`src/rtl/uart_rx_fsm_if.sv`:
```
// Bundle between the UART RX frame controller and its line, sampler, deserializer and parity checker.
// With UART_RX_ERR_CNT_EN defined, also carries the error counter and its clear.
interface uart_rx_fsm_if #(
  parameter int unsigned PRESCALE_WIDTH = 6
);
  logic                      rx_in;
  logic [PRESCALE_WIDTH-1:0] prescale;
  logic                      par_en;
  logic                      sampled_bit;
  logic                      par_err;
  logic [PRESCALE_WIDTH-1:0] edge_cnt;
  logic [3:0]                bit_cnt;
  logic                      dat_samp_en;
  logic                      deser_en;
  logic                      par_chk_en;
  logic                      data_valid;
  logic                      stp_err;
  logic                      par_err_flag;
  logic                      strt_glitch;
`ifdef UART_RX_ERR_CNT_EN
  logic                      err_cnt_clr;
  logic [7:0]                err_cnt;

  modport master (
    output rx_in, prescale, par_en, sampled_bit, par_err, err_cnt_clr,
    input  edge_cnt, bit_cnt, dat_samp_en, deser_en, par_chk_en,
           data_valid, stp_err, par_err_flag, strt_glitch, err_cnt
  );
  modport slave (
    input  rx_in, prescale, par_en, sampled_bit, par_err, err_cnt_clr,
    output edge_cnt, bit_cnt, dat_samp_en, deser_en, par_chk_en,
           data_valid, stp_err, par_err_flag, strt_glitch, err_cnt
  );
`else
  modport master (
    output rx_in, prescale, par_en, sampled_bit, par_err,
    input  edge_cnt, bit_cnt, dat_samp_en, deser_en, par_chk_en,
           data_valid, stp_err, par_err_flag, strt_glitch
  );
  modport slave (
    input  rx_in, prescale, par_en, sampled_bit, par_err,
    output edge_cnt, bit_cnt, dat_samp_en, deser_en, par_chk_en,
           data_valid, stp_err, par_err_flag, strt_glitch
  );
`endif
endinterface

```
`src/rtl/uart_rx_fsm.sv`:
```
// UART receiver frame controller: start/data/parity/stop tracking with per-frame result strobes.
// Optional saturating error counter enabled by defining UART_RX_ERR_CNT_EN.
module uart_rx_fsm #(
  parameter int unsigned DATA_WIDTH     = 8,
  parameter int unsigned PRESCALE_WIDTH = 6
) (
  input logic          clk,
  input logic          rst_n,
  uart_rx_fsm_if.slave rx_if
);

  localparam int unsigned PW = PRESCALE_WIDTH;
  localparam int unsigned BW = 4;

  typedef enum logic [2:0] {
    S_IDLE,
    S_START,
    S_DATA,
    S_PARITY,
    S_STOP
  } state_e;

  state_e        state_q, state_d;
  logic [PW-1:0] edge_q, edge_d;
  logic [BW-1:0] bit_q, bit_d;
  logic [PW-1:0] presc_q, presc_d;
  logic          par_en_q, par_en_d;
  logic          par_flag_q, par_flag_d;
  logic          stp_flag_q, stp_flag_d;
  logic          dat_samp_en_q, dat_samp_en_d;
  logic          deser_en_q, deser_en_d;
  logic          par_chk_en_q, par_chk_en_d;
  logic          data_valid_q, data_valid_d;
  logic          stp_err_q, stp_err_d;
  logic          par_err_flag_q, par_err_flag_d;
  logic          strt_glitch_q, strt_glitch_d;

  logic [PW-1:0] mid, last, samp_pt, chk_pt, edge_inc;
  logic          wrap, frame_end;

  // Bit timing derived from the ratio captured at frame start
  assign mid      = presc_q >> 1;
  assign last     = presc_q - PW'(1);
  assign samp_pt  = mid + PW'(2);
  assign chk_pt   = mid + PW'(3);
  assign wrap     = (edge_q == last);
  assign edge_inc = wrap ? '0 : edge_q + PW'(1);

  always_comb begin
    state_d       = state_q;
    edge_d        = edge_q;
    bit_d         = bit_q;
    presc_d       = presc_q;
    par_en_d      = par_en_q;
    par_flag_d    = par_flag_q;
    stp_flag_d    = stp_flag_q;
    strt_glitch_d = 1'b0;

    unique case (state_q)
      S_IDLE: begin
        edge_d     = '0;
        bit_d      = '0;
        presc_d    = rx_if.prescale;
        par_en_d   = rx_if.par_en;
        par_flag_d = 1'b0;
        stp_flag_d = 1'b0;
        if (!rx_if.rx_in) state_d = S_START;
      end
      S_START: begin
        edge_d = edge_inc;
        if (edge_q == samp_pt && rx_if.sampled_bit) begin
          strt_glitch_d = 1'b1;
          state_d       = S_IDLE;
          edge_d        = '0;
          bit_d         = '0;
        end else if (wrap) begin
          state_d = S_DATA;
          bit_d   = '0;
        end
      end
      S_DATA: begin
        edge_d = edge_inc;
        if (wrap) begin
          if (bit_q == BW'(DATA_WIDTH - 1)) begin
            bit_d   = '0;
            state_d = par_en_q ? S_PARITY : S_STOP;
          end else begin
            bit_d = bit_q + BW'(1);
          end
        end
      end
      S_PARITY: begin
        edge_d = edge_inc;
        // Checker result is registered one cycle after its enable
        if (edge_q == chk_pt) par_flag_d = rx_if.par_err;
        if (wrap) state_d = S_STOP;
      end
      S_STOP: begin
        edge_d = edge_inc;
        if (edge_q == samp_pt) stp_flag_d = !rx_if.sampled_bit;
        if (wrap) begin
          state_d    = S_IDLE;
          par_flag_d = 1'b0;
          stp_flag_d = 1'b0;
        end
      end
      default: begin
        state_d = S_IDLE;
        edge_d  = '0;
        bit_d   = '0;
      end
    endcase
  end

  // Strobes are decoded from next-state values so the registered copies line up with EDGE_CNT
  assign frame_end = (state_q == S_STOP) && (state_d == S_STOP) && (edge_d == last);

  always_comb begin
    dat_samp_en_d  = (state_d != S_IDLE);
    deser_en_d     = (state_d == S_DATA)   && (edge_d == samp_pt);
    par_chk_en_d   = (state_d == S_PARITY) && (edge_d == samp_pt);
    data_valid_d   = frame_end && !stp_flag_d && !par_flag_q;
    stp_err_d      = frame_end && stp_flag_d;
    par_err_flag_d = frame_end && par_flag_q;
  end

`ifdef UART_RX_ERR_CNT_EN
  logic [7:0] err_cnt_q, err_cnt_d;
  logic       err_inc;

  // A frame with both stop and parity errors counts once
  assign err_inc = strt_glitch_d | stp_err_d | par_err_flag_d;

  always_comb begin
    err_cnt_d = err_cnt_q;
    if (rx_if.err_cnt_clr)                  err_cnt_d = '0;
    else if (err_inc && err_cnt_q != 8'hFF) err_cnt_d = err_cnt_q + 8'd1;
  end

  assign rx_if.err_cnt = err_cnt_q;
`endif

  always_ff @(posedge clk or negedge rst_n) begin
    if (!rst_n) begin
      state_q        <= S_IDLE;
      edge_q         <= '0;
      bit_q          <= '0;
      presc_q        <= '0;
      par_en_q       <= 1'b0;
      par_flag_q     <= 1'b0;
      stp_flag_q     <= 1'b0;
      dat_samp_en_q  <= 1'b0;
      deser_en_q     <= 1'b0;
      par_chk_en_q   <= 1'b0;
      data_valid_q   <= 1'b0;
      stp_err_q      <= 1'b0;
      par_err_flag_q <= 1'b0;
      strt_glitch_q  <= 1'b0;
`ifdef UART_RX_ERR_CNT_EN
      err_cnt_q      <= '0;
`endif
    end else begin
      state_q        <= state_d;
      edge_q         <= edge_d;
      bit_q          <= bit_d;
      presc_q        <= presc_d;
      par_en_q       <= par_en_d;
      par_flag_q     <= par_flag_d;
      stp_flag_q     <= stp_flag_d;
      dat_samp_en_q  <= dat_samp_en_d;
      deser_en_q     <= deser_en_d;
      par_chk_en_q   <= par_chk_en_d;
      data_valid_q   <= data_valid_d;
      stp_err_q      <= stp_err_d;
      par_err_flag_q <= par_err_flag_d;
      strt_glitch_q  <= strt_glitch_d;
`ifdef UART_RX_ERR_CNT_EN
      err_cnt_q      <= err_cnt_d;
`endif
    end
  end

  assign rx_if.edge_cnt     = edge_q;
  assign rx_if.bit_cnt      = bit_q;
  assign rx_if.dat_samp_en  = dat_samp_en_q;
  assign rx_if.deser_en     = deser_en_q;
  assign rx_if.par_chk_en   = par_chk_en_q;
  assign rx_if.data_valid   = data_valid_q;
  assign rx_if.stp_err      = stp_err_q;
  assign rx_if.par_err_flag = par_err_flag_q;
  assign rx_if.strt_glitch  = strt_glitch_q;

endmodule

```
`src/flat_wrapper.sv`:
```
// flat-port wrapper written by rule: the top's interface ports become plain ports
module uart_rx_fsm_flat 
#(
  parameter int unsigned DATA_WIDTH     = 8,
  parameter int unsigned PRESCALE_WIDTH = 6
)
  (clk, rst_n, rx_if_rx_in, rx_if_prescale, rx_if_par_en, rx_if_sampled_bit, rx_if_par_err, rx_if_edge_cnt, rx_if_bit_cnt, rx_if_dat_samp_en, rx_if_deser_en, rx_if_par_chk_en, rx_if_data_valid, rx_if_stp_err, rx_if_par_err_flag, rx_if_strt_glitch);
  uart_rx_fsm_if #(.PRESCALE_WIDTH(PRESCALE_WIDTH)) rx_if_i ();
  input logic clk;
  input logic rst_n;
  input wire logic [$bits(rx_if_i.rx_in)-1:0] rx_if_rx_in;
  input wire logic [$bits(rx_if_i.prescale)-1:0] rx_if_prescale;
  input wire logic [$bits(rx_if_i.par_en)-1:0] rx_if_par_en;
  input wire logic [$bits(rx_if_i.sampled_bit)-1:0] rx_if_sampled_bit;
  input wire logic [$bits(rx_if_i.par_err)-1:0] rx_if_par_err;
  output wire logic [$bits(rx_if_i.edge_cnt)-1:0] rx_if_edge_cnt;
  output wire logic [$bits(rx_if_i.bit_cnt)-1:0] rx_if_bit_cnt;
  output wire logic [$bits(rx_if_i.dat_samp_en)-1:0] rx_if_dat_samp_en;
  output wire logic [$bits(rx_if_i.deser_en)-1:0] rx_if_deser_en;
  output wire logic [$bits(rx_if_i.par_chk_en)-1:0] rx_if_par_chk_en;
  output wire logic [$bits(rx_if_i.data_valid)-1:0] rx_if_data_valid;
  output wire logic [$bits(rx_if_i.stp_err)-1:0] rx_if_stp_err;
  output wire logic [$bits(rx_if_i.par_err_flag)-1:0] rx_if_par_err_flag;
  output wire logic [$bits(rx_if_i.strt_glitch)-1:0] rx_if_strt_glitch;
  assign rx_if_i.rx_in = rx_if_rx_in;
  assign rx_if_i.prescale = rx_if_prescale;
  assign rx_if_i.par_en = rx_if_par_en;
  assign rx_if_i.sampled_bit = rx_if_sampled_bit;
  assign rx_if_i.par_err = rx_if_par_err;
  assign rx_if_edge_cnt = rx_if_i.edge_cnt;
  assign rx_if_bit_cnt = rx_if_i.bit_cnt;
  assign rx_if_dat_samp_en = rx_if_i.dat_samp_en;
  assign rx_if_deser_en = rx_if_i.deser_en;
  assign rx_if_par_chk_en = rx_if_i.par_chk_en;
  assign rx_if_data_valid = rx_if_i.data_valid;
  assign rx_if_stp_err = rx_if_i.stp_err;
  assign rx_if_par_err_flag = rx_if_i.par_err_flag;
  assign rx_if_strt_glitch = rx_if_i.strt_glitch;
  uart_rx_fsm #(.DATA_WIDTH(DATA_WIDTH), .PRESCALE_WIDTH(PRESCALE_WIDTH)) u_core (.clk(clk), .rst_n(rst_n), .rx_if(rx_if_i));
endmodule
```
`config.mk`:
```
export PLATFORM = sky130hd
export DESIGN_NAME = uart_rx_fsm_flat
export DESIGN_NICKNAME = d
export VERILOG_FILES = /design/src/rtl/uart_rx_fsm_if.sv /design/src/rtl/uart_rx_fsm.sv /design/src/flat_wrapper.sv
export SDC_FILE = /design/constraint.sdc
export NUM_CORES = 1
export LEC_CHECK = 0
export ABC_AREA = 1
export CAP_MARGIN = 30
export CORE_MARGIN = 5
export CORE_UTILIZATION = 45
export DETAILED_ROUTE_END_ITERATION = 10
export PLACE_DENSITY = 0.67
export SETUP_SLACK_MARGIN = 0.2
export SYNTH_ARGS = -nofsm -noshare
export SYNTH_HDL_FRONTEND = slang
export SYNTH_SLANG_ARGS = --single-unit
```
`constraint.sdc`:
```
create_clock -name clk -period 2.75 [get_ports clk]
set_input_delay 0.275 -clock clk [delete_from_list [all_inputs] [get_ports clk]]
set_output_delay 0.275 -clock clk [all_outputs]
set_load 0.03 [all_outputs]
```
== Yosys cells after proc, flatten, opt, wreduce, memory -nomap -nowiden ==
Index checks and enable logic that the tools add are counted.

* Flip-flop bits (word level): 29
* Word-level logic and storage cells: 81
* Bits of input ports: 12

* Bitwise gates (word level): 1
* Reduce and logical (&&, ||, !) cells: 19
* Equal/unequal tests: 17
* $add $sub $neg: 5
* Multiplexer cells: 25

{| class="wikitable"
|+ Operator list
! operator !! count
|-
| $eq 6x6->1 || 5
|-
| $mux 3 || 8
|-
| $mux 4 || 4
|-
| $pmux 3 s5 || 1
|-
| $add 5x2->6 const B || 2
|-
| $eq 3x2->1 const B || 4
|-
| $mux 6 || 2
|-
| $pmux 4 s3 || 1
|-
| $pmux 6 s2 || 1
|-
| $logic_and 1x1->1 || 9
|-
| $add 6x1->6 const B || 1
|-
| $eq 3x3->1 const B || 2
|-
| $mux 1 || 6
|-
| $ne 2x1->1 const B || 3
|-
| $reduce_and 3->1 || 2
|-
| $reduce_bool 3->1 || 2
|-
| $sub 6x1->6 const B || 1
|-
| $add 4x1->4 const B || 1
|-
| $eq 4x3->1 const B || 1
|-
| $eq 3x1->1 const B || 1
|-
| $logic_not 1->1 || 3
|-
| $logic_not 3->1 || 1
|-
| $ne 3x1->1 const B || 1
|-
| $pmux 1 s3 || 1
|-
| 4 further kinds || 4
|}

== Depth between registers and ports, before layout ==
* Word-level depth: 10
* Gate-level depth with buffers: 20
* Mapped depth without buffers: 18

== Least setup slack after synthesis ==
No wires, ideal clock.

* Kind: register to register
* Start point: register u_core.presc_q[3]
* End point: register u_core.deser_en_q (netlist: u_core.rx_if.deser_en)
* Setup slack: 0.558 ns
* Stages on the path, launching flop included: 16
* Arrival: 2.076 ns
* Cells stage by stage: dfrtp_1 -> buf_2 -> inv_1 -> ha_1 -> xnor2_1 -> nand3_1 -> nor2_2 -> nand3_2 -> nand2_2 -> nand2_2 -> buf_6 -> nand2_1 -> xor2_1 -> nor2_1 -> nand3_1 -> nor2_1

* Cells in the longest elaborated chain, start to end: 7
* Elaborated cells on any way between the ends: 17
* Those cells by class: add/sub (2); eq/ne (4); mux (9); reduce/logical (2)

{| class="wikitable"
|+ Ends and longest elaborated chain
! item !! line !! text
|-
| start: declaration || uart_rx_fsm.sv:26 || <nowiki>logic [PW-1:0] presc_q, presc_d;</nowiki>
|-
| start signal: assignment || uart_rx_fsm.sv:166 || <nowiki>presc_q <= presc_d;</nowiki>
|-
| $sub 6x1->6 / $add 5x2->6 (equally long branches) || uart_rx_fsm.sv:43, uart_rx_fsm.sv:44 ||
|-
| $eq 6x6->1 (on tied branches) || uart_rx_fsm.sv:46, uart_rx_fsm.sv:71 ||
|-
| $mux 3 (tied with other cells) || uart_rx_fsm.sv:76 || <nowiki>end else if (wrap) begin</nowiki>
|-
| $mux 3 / $mux 6 (equally long branches) || uart_rx_fsm.sv:71 || <nowiki>if (edge_q == samp_pt && rx_if.sampled_bit) begin</nowiki>
|-
| $pmux 3 s5 / $pmux 6 s2 (equally long branches) || uart_rx_fsm.sv:59 || <nowiki>unique case (state_q)</nowiki>
|-
| $eq 3x2->1 / $eq 6x6->1 (equally long branches) || uart_rx_fsm.sv:120 || <nowiki>deser_en_d = (state_d == S_DATA) && (edge_d == samp_pt);</nowiki>
|-
| $logic_and 1x1->1 (*) || uart_rx_fsm.sv:120 ||
|-
| named net u_core.deser_en_d || uart_rx_fsm.sv:31 || <nowiki>logic deser_en_q, deser_en_d;</nowiki>
|-
| end signal: assignment || uart_rx_fsm.sv:171 || <nowiki>deser_en_q <= deser_en_d;</nowiki>
|-
| end: declaration || uart_rx_fsm.sv:31 ||
|}

Mark *: on every way through the listed nets, which the timed path passes. The rest lies on a longest branch.
A chain may end at the register's enable or synchronous reset.

== Worst setup path after layout ==
* Start point: register u_core.presc_q[2]
* End point: register u_core.par_chk_en_q (netlist: u_core.rx_if.par_chk_en)

* Cells in the longest elaborated chain, start to end: 7
* Elaborated cells on any way between the ends: 17
* Those cells by class: add/sub (2); eq/ne (4); mux (9); reduce/logical (2)

{| class="wikitable"
|+ Ends and longest elaborated chain
! item !! line !! text
|-
| $sub 6x1->6 / $add 5x2->6 (equally long branches) || uart_rx_fsm.sv:43, uart_rx_fsm.sv:44 ||
|-
| $eq 6x6->1 (on tied branches) || uart_rx_fsm.sv:46, uart_rx_fsm.sv:71 ||
|-
| $mux 3 (tied with other cells) || uart_rx_fsm.sv:76 ||
|-
| $mux 3 / $mux 6 (equally long branches) || uart_rx_fsm.sv:71 ||
|-
| $pmux 3 s5 / $pmux 6 s2 (equally long branches) || uart_rx_fsm.sv:59 ||
|-
| $eq 3x2->1 / $eq 6x6->1 (equally long branches) || uart_rx_fsm.sv:121 || <nowiki>par_chk_en_d = (state_d == S_PARITY) && (edge_d == samp_pt);</nowiki>
|-
| $logic_and 1x1->1 (*) || uart_rx_fsm.sv:121 ||
|-
| named net u_core.par_chk_en_d || uart_rx_fsm.sv:32 || <nowiki>logic par_chk_en_q, par_chk_en_d;</nowiki>
|-
| end signal: assignment || uart_rx_fsm.sv:172 || <nowiki>par_chk_en_q <= par_chk_en_d;</nowiki>
|-
| end: declaration || uart_rx_fsm.sv:32 ||
|}

Marks and branches as above.

==> run_results.csv <==
group,metric,value,unit
outcome,run_status,"finished, final reports clean",
power,p_clk_share,12.4,%
global_route,grt_overflow,0,
placement,dp_slack,88.6,ps
synthesis,synth.avg_cell_area,6.90,µm²
clock_network,clock_input_transition_at_the_sequential_cells_of_the_worst_setup_and_hold_paths,70,ps
floorplan,num_io_pins,29,
timing,skew,7.96,ps
final_layout,layout-area-overhead-vs-synth,25.8,%
timing,period_share,86.1,%
timing,timing.final.max_slew_violations,0,
power,static-leakage-power,1.42,nW
clock_network,cts_hold_buffers,0,
synthesis,yosysUniqueCellTypes,33,
clock_network,clock_tree.root_cell,"sky130_fd_sc_hd__clkbuf_8",
placement,portBuffers,28,
synthesis,synth_edf_count,0,
timing,timing.final.ws_setup,382,ps
floorplan,fp.dieH,80.2,µm
final_layout,layout-drive-gt1-share,18.4,%
placement,globalplace.congestion,0.927,
global_route,grt_pass1_vias,1978,
synthesis,syn-num-nets,341,
global_route,grt_start_max_net_pins,30,
global_route,grt_pass1_wl,9510,µm
synthesis,synth-seq-cells,29,
power,largest_vdd_supply_drop,0.490,mV
clock_network,cts.htree.levels,2,
worst_hold_path,worst_hold_path_type,"input pin to asynchronous set/reset pin",
synthesis,synth_flop_cell,"sky130_fd_sc_hd__dfrtp_1",
drt,drt-wirelength-per-cell,13.1,µm
drt,detail-route-antenna-nets,0,
timing,clock.fmax,422,MHz
timing,finalHoldViolations,0,
worst_setup_path,crit_path_max_fanout,12,
drt,first_iter_violations,189,
flow_run,max-cap-violations,0,
worst_setup_path,critical_path_rt,2930,ps
timing,totalNegativeSetupSlack,0,ps
drt,drc,0,
timing,rsz_0062_raised_after_global_routing,"no",
global_route,grt_antenna_before_repair,0,
drt,route.final.wire_length,5670,µm
clock_network,max-clock-path-buffers,2,
clock_network,clock_latency,290,ps
synthesis,synth_top_cells_by_count,"91 x sky130_fd_sc_hd__nand2_1, 42 x sky130_fd_sc_hd__inv_1, 30 x sky130_fd_sc_hd__nand3_1",
timing,tightest_pin_transition,518,ps
power,switching_share,51.0,%
floorplan,die_w,80.2,µm
timing,slew-limit-headroom,65.2,%
power,seq_power_share,22.7,%
floorplan,coreArea,4750,µm²
power,p_switching,1.43,mW
floorplan,initial_core_util,46.6,%
synthesis,post-synth-top-count-cell,"sky130_fd_sc_hd__nand2_1",
synthesis,synth.cell_area,2210,µm²
floorplan,core.rowCount,25,
final_layout,antenna_cells_inserted,0,
worst_setup_path,worstPathArrival,2540,ps
clock_network,cts-buffers-inserted,5,
clock_network,clock_sink_count,29,
synthesis,synthDominantCellAreaShare,32.8,%
drt,via_count,2138,
synthesis,synth_largest_area_cell,"sky130_fd_sc_hd__dfrtp_1",
floorplan,die-area,6420,µm²
synthesis,synth_async_sr_flop_share,100,%
global_route,grtUsageTotal,19.2,%
synthesis,netlist_instances,321,
synthesis,ys_top_cells_by_area,"sky130_fd_sc_hd__dfrtp_1 33%, sky130_fd_sc_hd__nand2_1 15%, sky130_fd_sc_hd__inv_1 7.1%, sky130_fd_sc_hd__nand3_1 6.8%, sky130_fd_sc_hd__nor2_1 4.9%",
power,internal_power,1.38,mW
placement,place_hpwl,4230,µm
timing,period_minus_slack,2370,ps
drt,detail_route.vias_per_cell,4.95,
synthesis,synth.yosys.warnings,0,
drt,drt_pre_antenna_iters,4,
final_layout,num-nets-final,384,
clock_network,cts_tree,"yes",
power,pwr-share-comb,65.0,%
worst_setup_path,path_class,"flip-flop to flip-flop",
timing,finalSetupViolations,0,
power,cellPowerDensity,1010,nW/µm²
synthesis,fraction_of_the_yosys_area_taken_by_sequential_cells,32.8,%
worst_setup_path,worst_setup_path_start_kind,"flip-flop",
worst_setup_path,worst_case_reg_to_reg_path_depth,14,
worst_setup_path,endpoint_kind,"flip-flop",
metrics by stage:
stage | instances | util, % | total power, mW | hold WS [ps] | instance area, µm²
final | 432 | 58.6 | 2.81 | 372 | 2790
after global routing | 432 | 58.6 | 3.07 | 412 | 2790
after CTS | 425 | 56.2 | 2.64 | 385 | 2670
after detailed placement | 417 | 54.3 | 2.27 | 477 | 2580
after global placement | 417 | 54.3 | 2.27 | 477 | 2580
after floorplan | 321 | - | 1.88 | -20.6 | 2210
worst max-delay path, cell delays in order (launching register included):
cell and delay (ps):
sky130_fd_sc_hd__dfrtp_1 380, sky130_fd_sc_hd__inv_2 60, sky130_fd_sc_hd__buf_4 160, sky130_fd_sc_hd__ha_4 230
sky130_fd_sc_hd__xnor2_1 140, sky130_fd_sc_hd__nand3_1 140, sky130_fd_sc_hd__nor2_2 180, sky130_fd_sc_hd__nand3_2 150
sky130_fd_sc_hd__nand2_4 130, sky130_fd_sc_hd__nand2_8 100, sky130_fd_sc_hd__nand2_1 140, sky130_fd_sc_hd__xor2_1 210
sky130_fd_sc_hd__nor2_1 90, sky130_fd_sc_hd__nand3_2 90, sky130_fd_sc_hd__nor2_1 50
registers in the layout (all words and copies together) (netlist names):
name,count
u_core.par_en_q,1
u_core.stp_flag_q,1
u_core.rx_if.strt_glitch,1
u_core.rx_if.bit_cnt,4
u_core.rx_if.par_err_flag,1
u_core.rx_if.deser_en,1
u_core.rx_if.data_valid,1
u_core.rx_if.dat_samp_en,1
u_core.rx_if.stp_err,1
u_core.state_q,3
u_core.par_flag_q,1
u_core.presc_q,6
u_core.rx_if.par_chk_en,1
u_core.rx_if.edge_cnt,6
cells by family (layout without fill, tap and decap cells):
kind of cell / count (synthesis) / count (layout) / share of synthesized area, %
AO/OA/AOI/OAI: 30 / 30 / 7.80
buffers and inverters: 56 / 100 / 10.7
adder cells (fa/ha/maj): 8 / 8 / 4.52
AND/OR/NAND/NOR: 186 / 186 / 39.4
flip-flops: 29 / 29 / 32.8
XOR/XNOR: 12 / 12 / 4.75
path summary, 6_finish.rpt:
check	startpoint	endpoint	slack, ps
worst min-delay path	rst_n	u_core.presc_q[3]	370
worst max-delay path	u_core.presc_q[2]	u_core.rx_if.par_chk_en	380
worst min register to register	u_core.par_flag_q	u_core.par_flag_q	490
worst max register to register	u_core.presc_q[2]	u_core.rx_if.par_chk_en	380
min in group clk	u_core.par_flag_q	u_core.par_flag_q	490
max in group asynchronous	rst_n	u_core.presc_q[0]	2080
cell type report:
class | count | area (µm²)
Clock buffer | 6 | 72.6
Clock inverter | 2 | 10.0
Fill cell | 470 | 1970
Inverter | 50 | 188
Multi-Input combinational cell | 236 | 1320
Sequential cell | 29 | 728
Tap cell | 67 | 83.8
Timing Repair Buffer | 42 | 385
repair_timing:
action / CTS / global route
gates cloned: 0 / 0
pin swaps: 0 / 9
resized for setup: 2 / 13
endpoints found under the setup margin: 5 / 9
setup buffers: 0 / 7
cells in the final DEF (no fill, tap or decap), types with 6 or more instances in the layout:
cell type                         instances
sky130_fd_sc_hd__nand2_1                 90
sky130_fd_sc_hd__inv_1                   42
sky130_fd_sc_hd__nand3_1                 29
sky130_fd_sc_hd__clkdlybuf4s50_1         28
sky130_fd_sc_hd__dfrtp_1                 27
sky130_fd_sc_hd__nor2_1                  26
sky130_fd_sc_hd__buf_4                   14
sky130_fd_sc_hd__a21oi_1                 13
sky130_fd_sc_hd__nand2_2                  8
sky130_fd_sc_hd__o21ai_0                  8
sky130_fd_sc_hd__inv_2                    7
sky130_fd_sc_hd__nor2_2                   7
sky130_fd_sc_hd__xor2_1                   7
sky130_fd_sc_hd__ha_1                     6
power by group through the flow:
stage / Clock [mW] / Sequential, mW / Combinational (mW)
6_report: 0.348 / 0.637 / 1.83
5_1_grt: 0.383 / 0.654 / 2.03
4_1_cts: 0.356 / 0.661 / 1.63
3_5_place_dp: 0 / 0.666 / 1.61
3_3_place_gp: 0 / 0.664 / 1.61
2_1_floorplan: 0 / 0.659 / 1.22
per-layer routing:
metal | wire length (µm) | track usage, % | up-vias
li1 | - | - | 1089
met1 | 2630 | 26.5 | 995
met2 | 2670 | 30.3 | 47
met3 | 295 | 3.70 | 7
met4 | 82 | 6.08 | 0
met5 | 0 | 0 | -
Note: power is estimated with default switching activity, not from simulation.
